==> src/rtl/if_fetch_stage.sv <==
// Instruction-fetch stage: owns the PC, runs a one-outstanding valid/ready fetch to imem,
// buffers a returned instruction while decode is frozen, and drives the IF/ID register.
module if_fetch_stage #(
   parameter int unsigned     XLEN      = 32,
   parameter logic [XLEN-1:0] RESET_PC  = '0,
   parameter logic [XLEN-1:0] NOP_INSTR = 32'h0000_0013
) (
   input  logic            clk,
   input  logic            rst,
   input  logic            PC_Write,
   input  logic            IF_ID_Write,
   input  logic            Flush,
   input  logic            Redirect_Valid,
   input  logic [XLEN-1:0] Redirect_PC,
   output logic            Imem_Req_Valid,
   input  logic            Imem_Req_Ready,
   output logic [XLEN-1:0] Imem_Req_Addr,
   input  logic            Imem_Resp_Valid,
   input  logic [XLEN-1:0] Imem_Resp_Data,
   output logic [XLEN-1:0] IF_ID_PC,
   output logic [XLEN-1:0] IF_ID_Instr,
   output logic            IF_ID_Valid
);

   typedef enum logic [1:0] {StReq, StWait, StFull} state_e;

   state_e          state_q, state_d;
   logic [XLEN-1:0] pc_q, pc_d;
   logic [XLEN-1:0] buf_q, buf_d;
   logic            drop_q, drop_d;
   logic [XLEN-1:0] ifid_pc_q, ifid_instr_q;
   logic            ifid_valid_q;

   logic            advance;
   logic            deliver;
   logic [XLEN-1:0] deliver_instr;
   logic [XLEN-1:0] redirect_target;
   logic            unused_redirect_lsbs;

   assign advance              = IF_ID_Write & PC_Write & ~Flush;
   assign redirect_target      = {Redirect_PC[XLEN-1:2], 2'b00};
   assign unused_redirect_lsbs = ^Redirect_PC[1:0];

   // A redirect in the request state suppresses the request so the stale address never issues.
   assign Imem_Req_Valid = (state_q == StReq) & ~rst & ~Redirect_Valid;
   assign Imem_Req_Addr  = pc_q;

   always_comb begin
      state_d       = state_q;
      pc_d          = pc_q;
      buf_d         = buf_q;
      drop_d        = drop_q;
      deliver       = 1'b0;
      deliver_instr = Imem_Resp_Data;
      unique case (state_q)
         StReq: begin
            if (Redirect_Valid) begin
               pc_d = redirect_target;
            end else if (Imem_Req_Ready) begin
               state_d = StWait;
            end
         end
         StWait: begin
            if (Redirect_Valid) begin
               pc_d = redirect_target;
               if (Imem_Resp_Valid) begin
                  state_d = StReq;
                  drop_d  = 1'b0;
               end else begin
                  drop_d = 1'b1;
               end
            end else if (Imem_Resp_Valid) begin
               if (drop_q) begin
                  drop_d  = 1'b0;
                  state_d = StReq;
               end else if (advance) begin
                  deliver = 1'b1;
                  pc_d    = pc_q + XLEN'(4);
                  state_d = StReq;
               end else begin
                  buf_d   = Imem_Resp_Data;
                  state_d = StFull;
               end
            end
         end
         StFull: begin
            if (Redirect_Valid) begin
               pc_d    = redirect_target;
               state_d = StReq;
            end else if (advance) begin
               deliver       = 1'b1;
               deliver_instr = buf_q;
               pc_d          = pc_q + XLEN'(4);
               state_d       = StReq;
            end
         end
         default: state_d = StReq;
      endcase
   end

   always_ff @(posedge clk) begin
      if (rst) begin
         state_q      <= StReq;
         pc_q         <= RESET_PC;
         buf_q        <= NOP_INSTR;
         drop_q       <= 1'b0;
         ifid_pc_q    <= '0;
         ifid_instr_q <= NOP_INSTR;
         ifid_valid_q <= 1'b0;
      end else begin
         state_q <= state_d;
         pc_q    <= pc_d;
         buf_q   <= buf_d;
         drop_q  <= drop_d;
         // Flush squashes but keeps the PC; IF_ID_Write=0 simply holds everything.
         if (Flush) begin
            ifid_valid_q <= 1'b0;
            ifid_instr_q <= NOP_INSTR;
         end else if (IF_ID_Write) begin
            if (deliver) begin
               ifid_pc_q    <= pc_q;
               ifid_instr_q <= deliver_instr;
               ifid_valid_q <= 1'b1;
            end else begin
               ifid_valid_q <= 1'b0;
               ifid_instr_q <= NOP_INSTR;
            end
         end
      end
   end

   assign IF_ID_PC    = ifid_pc_q;
   assign IF_ID_Instr = ifid_instr_q;
   assign IF_ID_Valid = ifid_valid_q;

endmodule

==> config.mk <==
export PLATFORM = sky130hd
export DESIGN_NAME = if_fetch_stage
export DESIGN_NICKNAME = d
export VERILOG_FILES = /design/src/rtl/if_fetch_stage.sv
export SDC_FILE = /design/constraint.sdc
export NUM_CORES = 1
export LEC_CHECK = 0
export CAP_MARGIN = 20
export CELL_PAD_IN_SITES_DETAIL_PLACEMENT = 0
export CELL_PAD_IN_SITES_GLOBAL_PLACEMENT = 1
export CORE_ASPECT_RATIO = 1.2
export CORE_MARGIN = 3
export CORE_UTILIZATION = 37
export DETAILED_ROUTE_END_ITERATION = 16
export GPL_ROUTABILITY_DRIVEN = 0
export PLACE_DENSITY_LB_ADDON = 0.1
export SLEW_MARGIN = 20
export SYNTH_ARGS = -nofsm -noshare
export SYNTH_HDL_FRONTEND = slang
export SYNTH_SLANG_ARGS = --single-unit
==> constraint.sdc <==
create_clock -name clk -period 4.65 [get_ports clk]
set_input_delay 0.465 -clock clk [delete_from_list [all_inputs] [get_ports clk]]
set_output_delay 0.465 -clock clk [all_outputs]
set_load 0.02 [all_outputs]
==> results of run 1 <==
routing by layer:
metal,up-vias,share of wire,track usage,wire length [µm]
met5,-,0,0,0
met4,0,0.015,0.0722,265
met3,23,0.061,0.0559,1110
met2,167,0.49,0.358,9000
met1,2712,0.43,0.256,7830
li1,2822,-,-,-
layout by cell type (no fill, tap or decap), types with 3 or more instances in the layout:
cell type | synthesis | routed
conb_1 | 1 | 4
a31oi_1 | 8 | 8
nand3_1 | 18 | 18
nor2b_1 | 4 | 3
dfxtp_1 | 128 | 128
a41oi_1 | 3 | 3
and3_1 | 5 | 5
clkdlybuf4s50_1 | 0 | 162
o31ai_1 | 3 | 3
a311oi_1 | 6 | 6
nand2_1 | 156 | 156
clkbuf_16 | 0 | 17
clkinvlp_4 | 0 | 3
nand2b_1 | 6 | 6
nor4_1 | 4 | 4
and2_1 | 33 | 33
o21ai_0 | 15 | 15
a41o_1 | 3 | 3
o221a_2 | 4 | 4
clkinv_4 | 0 | 5
or3_1 | 3 | 3
o2bb2ai_1 | 23 | 23
nor2_1 | 20 | 20
mux2i_1 | 29 | 29
inv_1 | 14 | 14
o22ai_1 | 10 | 10
nand4_1 | 12 | 12
a211oi_1 | 9 | 9
mux2_2 | 3 | 3
ha_1 | 5 | 5
bufinv_16 | 0 | 4
a21oi_1 | 90 | 90
nor3_1 | 10 | 10
buf_4 | 4 | 14
stage by stage:
stage | utilization | total power [W] | cells | setup WS [ps]
finish | 0.542 | 0.00297 | 1076 | 1830
global placement | 0.500 | 0.00156 | 1044 | 1450
floorplan | - | 0.00139 | 725 | 2540
global route | 0.542 | 0.00309 | 1076 | 1550
CTS | 0.542 | 0.00300 | 1076 | 1800
detailed placement | 0.500 | 0.00156 | 1044 | 1360
cells by family after synthesis:
family	count (synthesis)
simple gates	284
compound gates	195
flops	128
buf+inv	77
mux	32
fa+ha+maj	5
other cells	1
critical path, stage by stage:
cell,delay (ps)
clkdlybuf4s50_1,750
nand3b_1,400
nand2_1,240
and2_1,810
a31oi_1,190
a311oi_1,280
state kept, by name (all words and copies together) (netlist names):
register       cells
IF_ID_Instr       32
buf_q             32
IF_ID_PC          30
Imem_Req_Addr     30
state_q            2
IF_ID_Valid        1
drop_q             1
area by class of cell:
cell class	instances	area, µm²	area share
clock buffer	17	425	0.0514
clock inverter	15	209	0.0253
inverter	16	60.1	0.00726
multi-input combinational	520	3030	0.367
sequential	128	2560	0.310
tap	204	255	0.0309
timing repair buffer	176	1730	0.209
worst paths after layout:
check	to	slack [ps]	cells past startpoint	start
worst max-delay path	Imem_Req_Addr[23]$_SDFFE_PP0P_	1830	6	IF_ID_Write
worst min-delay path	IF_ID_PC[13]$_SDFFE_PP0P_	450	2	IF_ID_PC[13]$_SDFFE_PP0P_
worst max register to register	Imem_Req_Addr[23]$_SDFFE_PP0P_	1890	8	state_q[0]$_SDFFE_PP0P_
worst min register to register	IF_ID_PC[13]$_SDFFE_PP0P_	450	2	IF_ID_PC[13]$_SDFFE_PP0P_
where the power goes:
part           switching [W]  internal, W  total (W)
combinational       0.000183     0.000166   0.000350
clock               0.000525     0.000902    0.00143
sequential         0.0000580      0.00113    0.00119
==> run summary, run 1 <==
Critical path type - in2reg
Placed inst area - 0.00764 mm²
Inserted Diodes - 0
CP Max Fanout - 25
Post-CTS Hold Buffers - 0
CTS tree - yes
Initial DRC Count - 449
CTS max path bufs - 2
Die X-Extent - 121 µm
HP Class - reg2reg
Clk slew on worst S/H paths - 60 ps
First-pass DRT Iterations - 5
Largest family of logic cells by synthesized area - simple AND/OR/NAND/NOR gates
P_leak - 2.82 nW
Standard-cell rows - 49
IO Count - 170
Post-CTS sizing - 0
Outcome - finished, final reports clean
Placeable Area - 0.0153 mm²
Largest net degree at the start of global routing - 50
Fmax - 355 MHz
WHS - 453 ps
Clock latency on the worst-skew pair - 420 ps
Number of global-route vias before repair - 5559
Starting density of the core - 0.385
Synth top area cells - dfxtp_1 (44%), nand2_1 (10%), a21oi_1 (7.7%)
Max-slew violations - 0
Nets - 936
Post-synthesis compound-gate area fraction - 0.213
Initial antenna violation count - 0
Mux cell area share after synthesis - 0.0551
Slew HR - 0.340
First-pass GRT wire length - 29200 µm
Residual DRC - 0
Simple logic cell fraction of the synthesized area - 0.231
Top FF cell, synth - dfxtp_1
Actual slew at the worst max-slew pin - 990 ps
Post-Synthesis Cells - 722
GRT overflow - 0
I/O Buffers - 163
Final Setup Violations - 0
Number of H-tree levels - 4
RSZ-0062 raised after global routing - false
Clk sinks - 128
Synth async-reset ratio - 0
Layout Area Growth over Synthesis - 40.7%
Post-DP HPWL - 12100 µm
Xor and xnor area share after synthesis - 0
Startpoint Class - input pin
Final WL - 18200 µm
Max-Cap Viols - 0
Final hold violations - 0
Layout Skew - 6.89 ps
Mean Syn Cell Area - 8.14 µm²
Worst EP arrival - 3150 ps
Vert. Die Dim - 144 µm
Post-CTS Setup Repair Bufs - 0
Worst setup EP type - register
Setup TNS - 0 ps
Final design instance area without fill - 0.00827 mm²
Via density - 5.32
Seq cells post-synth - 128
Fin crit share - 0.607
WP data required - 4980 ps
Root Driver - clkbuf_16
Register area share after synthesis - 0.436
Mapped cell area - 0.00588 mm²
Library cells used by synthesis - 57
Post-DR wirelength/cell - 16.9 µm
Number of enable flip-flop cells after synthesis - 0
Adder-cell share of the synthesized area - 0.0106
Period minus WS final - 2820 ps
Worst IR Drop VDD - 0.000171 V
Top cells by count, synth - nand2_1 (156), dfxtp_1 (128), a21oi_1 (90), clkbuf_1 (44), and2_1 (33)
Leading area contributor after synthesis - dfxtp_1
Via count - 5724
Share of cells above drive strength 1 - 0.0711
CTS buffer count - 17
Ys Warns - 0
Final ANT Viol Nets - 0
Total Routing Usage GR - 0.210
Fill count - 1399
Most frequent cell after synthesis - nand2_1
Top cell type's share of synthesized area - 0.436
Pwr dens - 359 mW/mm²
Die Footprint - 0.0174 mm²
Power figures use the tool's default switching activity.
==> inputs of run 2 (changes only) <==
Settings changed: CORE_UTILIZATION 37 to 31.
Clock period 4.65 ns to 2.5 ns, I/O delays scaled along.
==> run summary, run 2 (synthesized netlist as in run 1, its figures left out) <==
Post-DP HPWL - 13300 µm
Initial antenna violation count - 0
Number of global-route vias before repair - 5851
I/O Buffers - 163
Final ANT Viol Nets - 0
Max-slew violations - 0
Worst setup EP type - register
WP data required - 2830 ps
Commonest non-fill, non-tap cell in the layout - clkdlybuf4s50_1
Root Driver - clkbuf_16
Final hold violations - 0
Largest net degree at the start of global routing - 53
Setup TNS - 0 ps
Layout Skew - 9.14 ps
Pwr dens - 633 mW/mm²
Worst EP arrival - 2620 ps
Initial DRC Count - 292
Max-Cap Viols - 0
Final design instance area without fill - 0.00853 mm²
Setup ws final - 214 ps
Total Routing Usage GR - 0.184
Worst IR Drop VDD - 0.000464 V
Post-CTS Setup Repair Bufs - 0
Starting density of the core - 0.320
CTS buffer count - 17
Outcome - finished, final reports clean
Residual DRC - 0
Fin crit share - 0.915
Actual slew at the worst max-slew pin - 640 ps
Vert. Die Dim - 157 µm
GRT overflow - 0
CTS max path bufs - 2
Total power - 0.00540 W
Fin util - 0.464
P_leak - 2.95 nW
Placeable Area - 0.0184 mm²
Final Setup Violations - 0
Nets - 960
Fmax - 437 MHz
First-pass DRT Iterations - 4
Clock latency on the worst-skew pair - 420 ps
HP Class - in2reg
Layout Area Growth over Synthesis - 45.1%
Die Footprint - 0.0207 mm²
Post-CTS sizing - 0
Final WL - 19500 µm
Standard-cell rows - 54
Clk sinks - 128
Fill count - 1829
Period minus WS final - 2290 ps
Post-CTS Hold Buffers - 0
RSZ-0062 raised after global routing - false
First-pass GRT wire length - 30700 µm
IO Count - 170
Clk slew on worst S/H paths - 60 ps
Number of H-tree levels - 4
Via density - 5.10
Inserted Diodes - 0
Slew HR - 0.574
Post-DR wirelength/cell - 17.0 µm
Share of cells above drive strength 1 - 0.0971
Startpoint Class - register
Most frequent cells in the layout - clkdlybuf4s50_1 (162), nand2_1 (156), dfxtp_1 (128)
CP Max Fanout - 11
Pre-CTS setup slack - 99.6 ps
Placed inst area - 0.00794 mm²
Critical path type - reg2reg
CTS tree - yes
Die X-Extent - 132 µm
Via count - 5860
[run 2: cell types whose count changed in the layout (fill, tap and decap cells not counted), sizes merged]
cell | previous run | this run
buf | 14 | 38
bufinv | 4 | 2
clkbuf | 17 | 19
clkinv | 7 | 6
clkinvlp | 3 | 4
[run 2: worst max-delay path: stages (launching register included)]
cell and delay (ps):
dfxtp_1 390, inv_1 90, ha_1 220, nor2b_1 130, a311oi_1 280, buf_4 230
nand2_1 130, or4_1 510, a41oi_1 220
[run 2: path summary, 6_finish.rpt]
check	from	end	slack [ps]	cells past startpoint
max	state_q[0]$_SDFFE_PP0P_	Imem_Req_Addr[30]$_SDFFE_PP0P_	210	8
min	rst	IF_ID_PC[29]$_SDFFE_PP0P_	310	2
max reg2reg	state_q[0]$_SDFFE_PP0P_	Imem_Req_Addr[30]$_SDFFE_PP0P_	210	8
min reg2reg	IF_ID_PC[6]$_SDFFE_PP0P_	IF_ID_PC[6]$_SDFFE_PP0P_	450	2
[run 2: where the power goes]
group          leakage (nW)  internal (W)  switching [W]  total (W)
clock                 0.282       0.00152       0.000960    0.00248
combinational          1.63      0.000345       0.000375   0.000720
sequential             1.04       0.00211      0.0000911    0.00220
[run 2: layer usage]
layer / vias to the layer above / share of wire / track usage / wire (µm)
met4: 0 / 0.020 / 0.0750 / 389
met3: 26 / 0.053 / 0.0473 / 1030
li1: 2864 / - / - / -
met5: - / 0 / 0 / 0
met2: 181 / 0.50 / 0.328 / 9780
met1: 2789 / 0.43 / 0.212 / 8320
[run 2: cell type report]
cell class / instances / area (µm²) / share of cell area
Multi-Input combinational cell: 520 / 3030 / 0.356
Tap cell: 252 / 315 / 0.0370
Clock buffer: 19 / 453 / 0.0531
Clock inverter: 13 / 136 / 0.0160
Timing Repair Buffer: 200 / 1970 / 0.231
Inverter: 16 / 60.1 / 0.00704
Sequential cell: 128 / 2560 / 0.300
[run 2: metrics by stage]
stage,std cells,hold slack [ps]
global route,1148,307
finish,1148,309
detailed placement,1116,447
global placement,1116,442
floorplan,725,329
CTS,1148,294
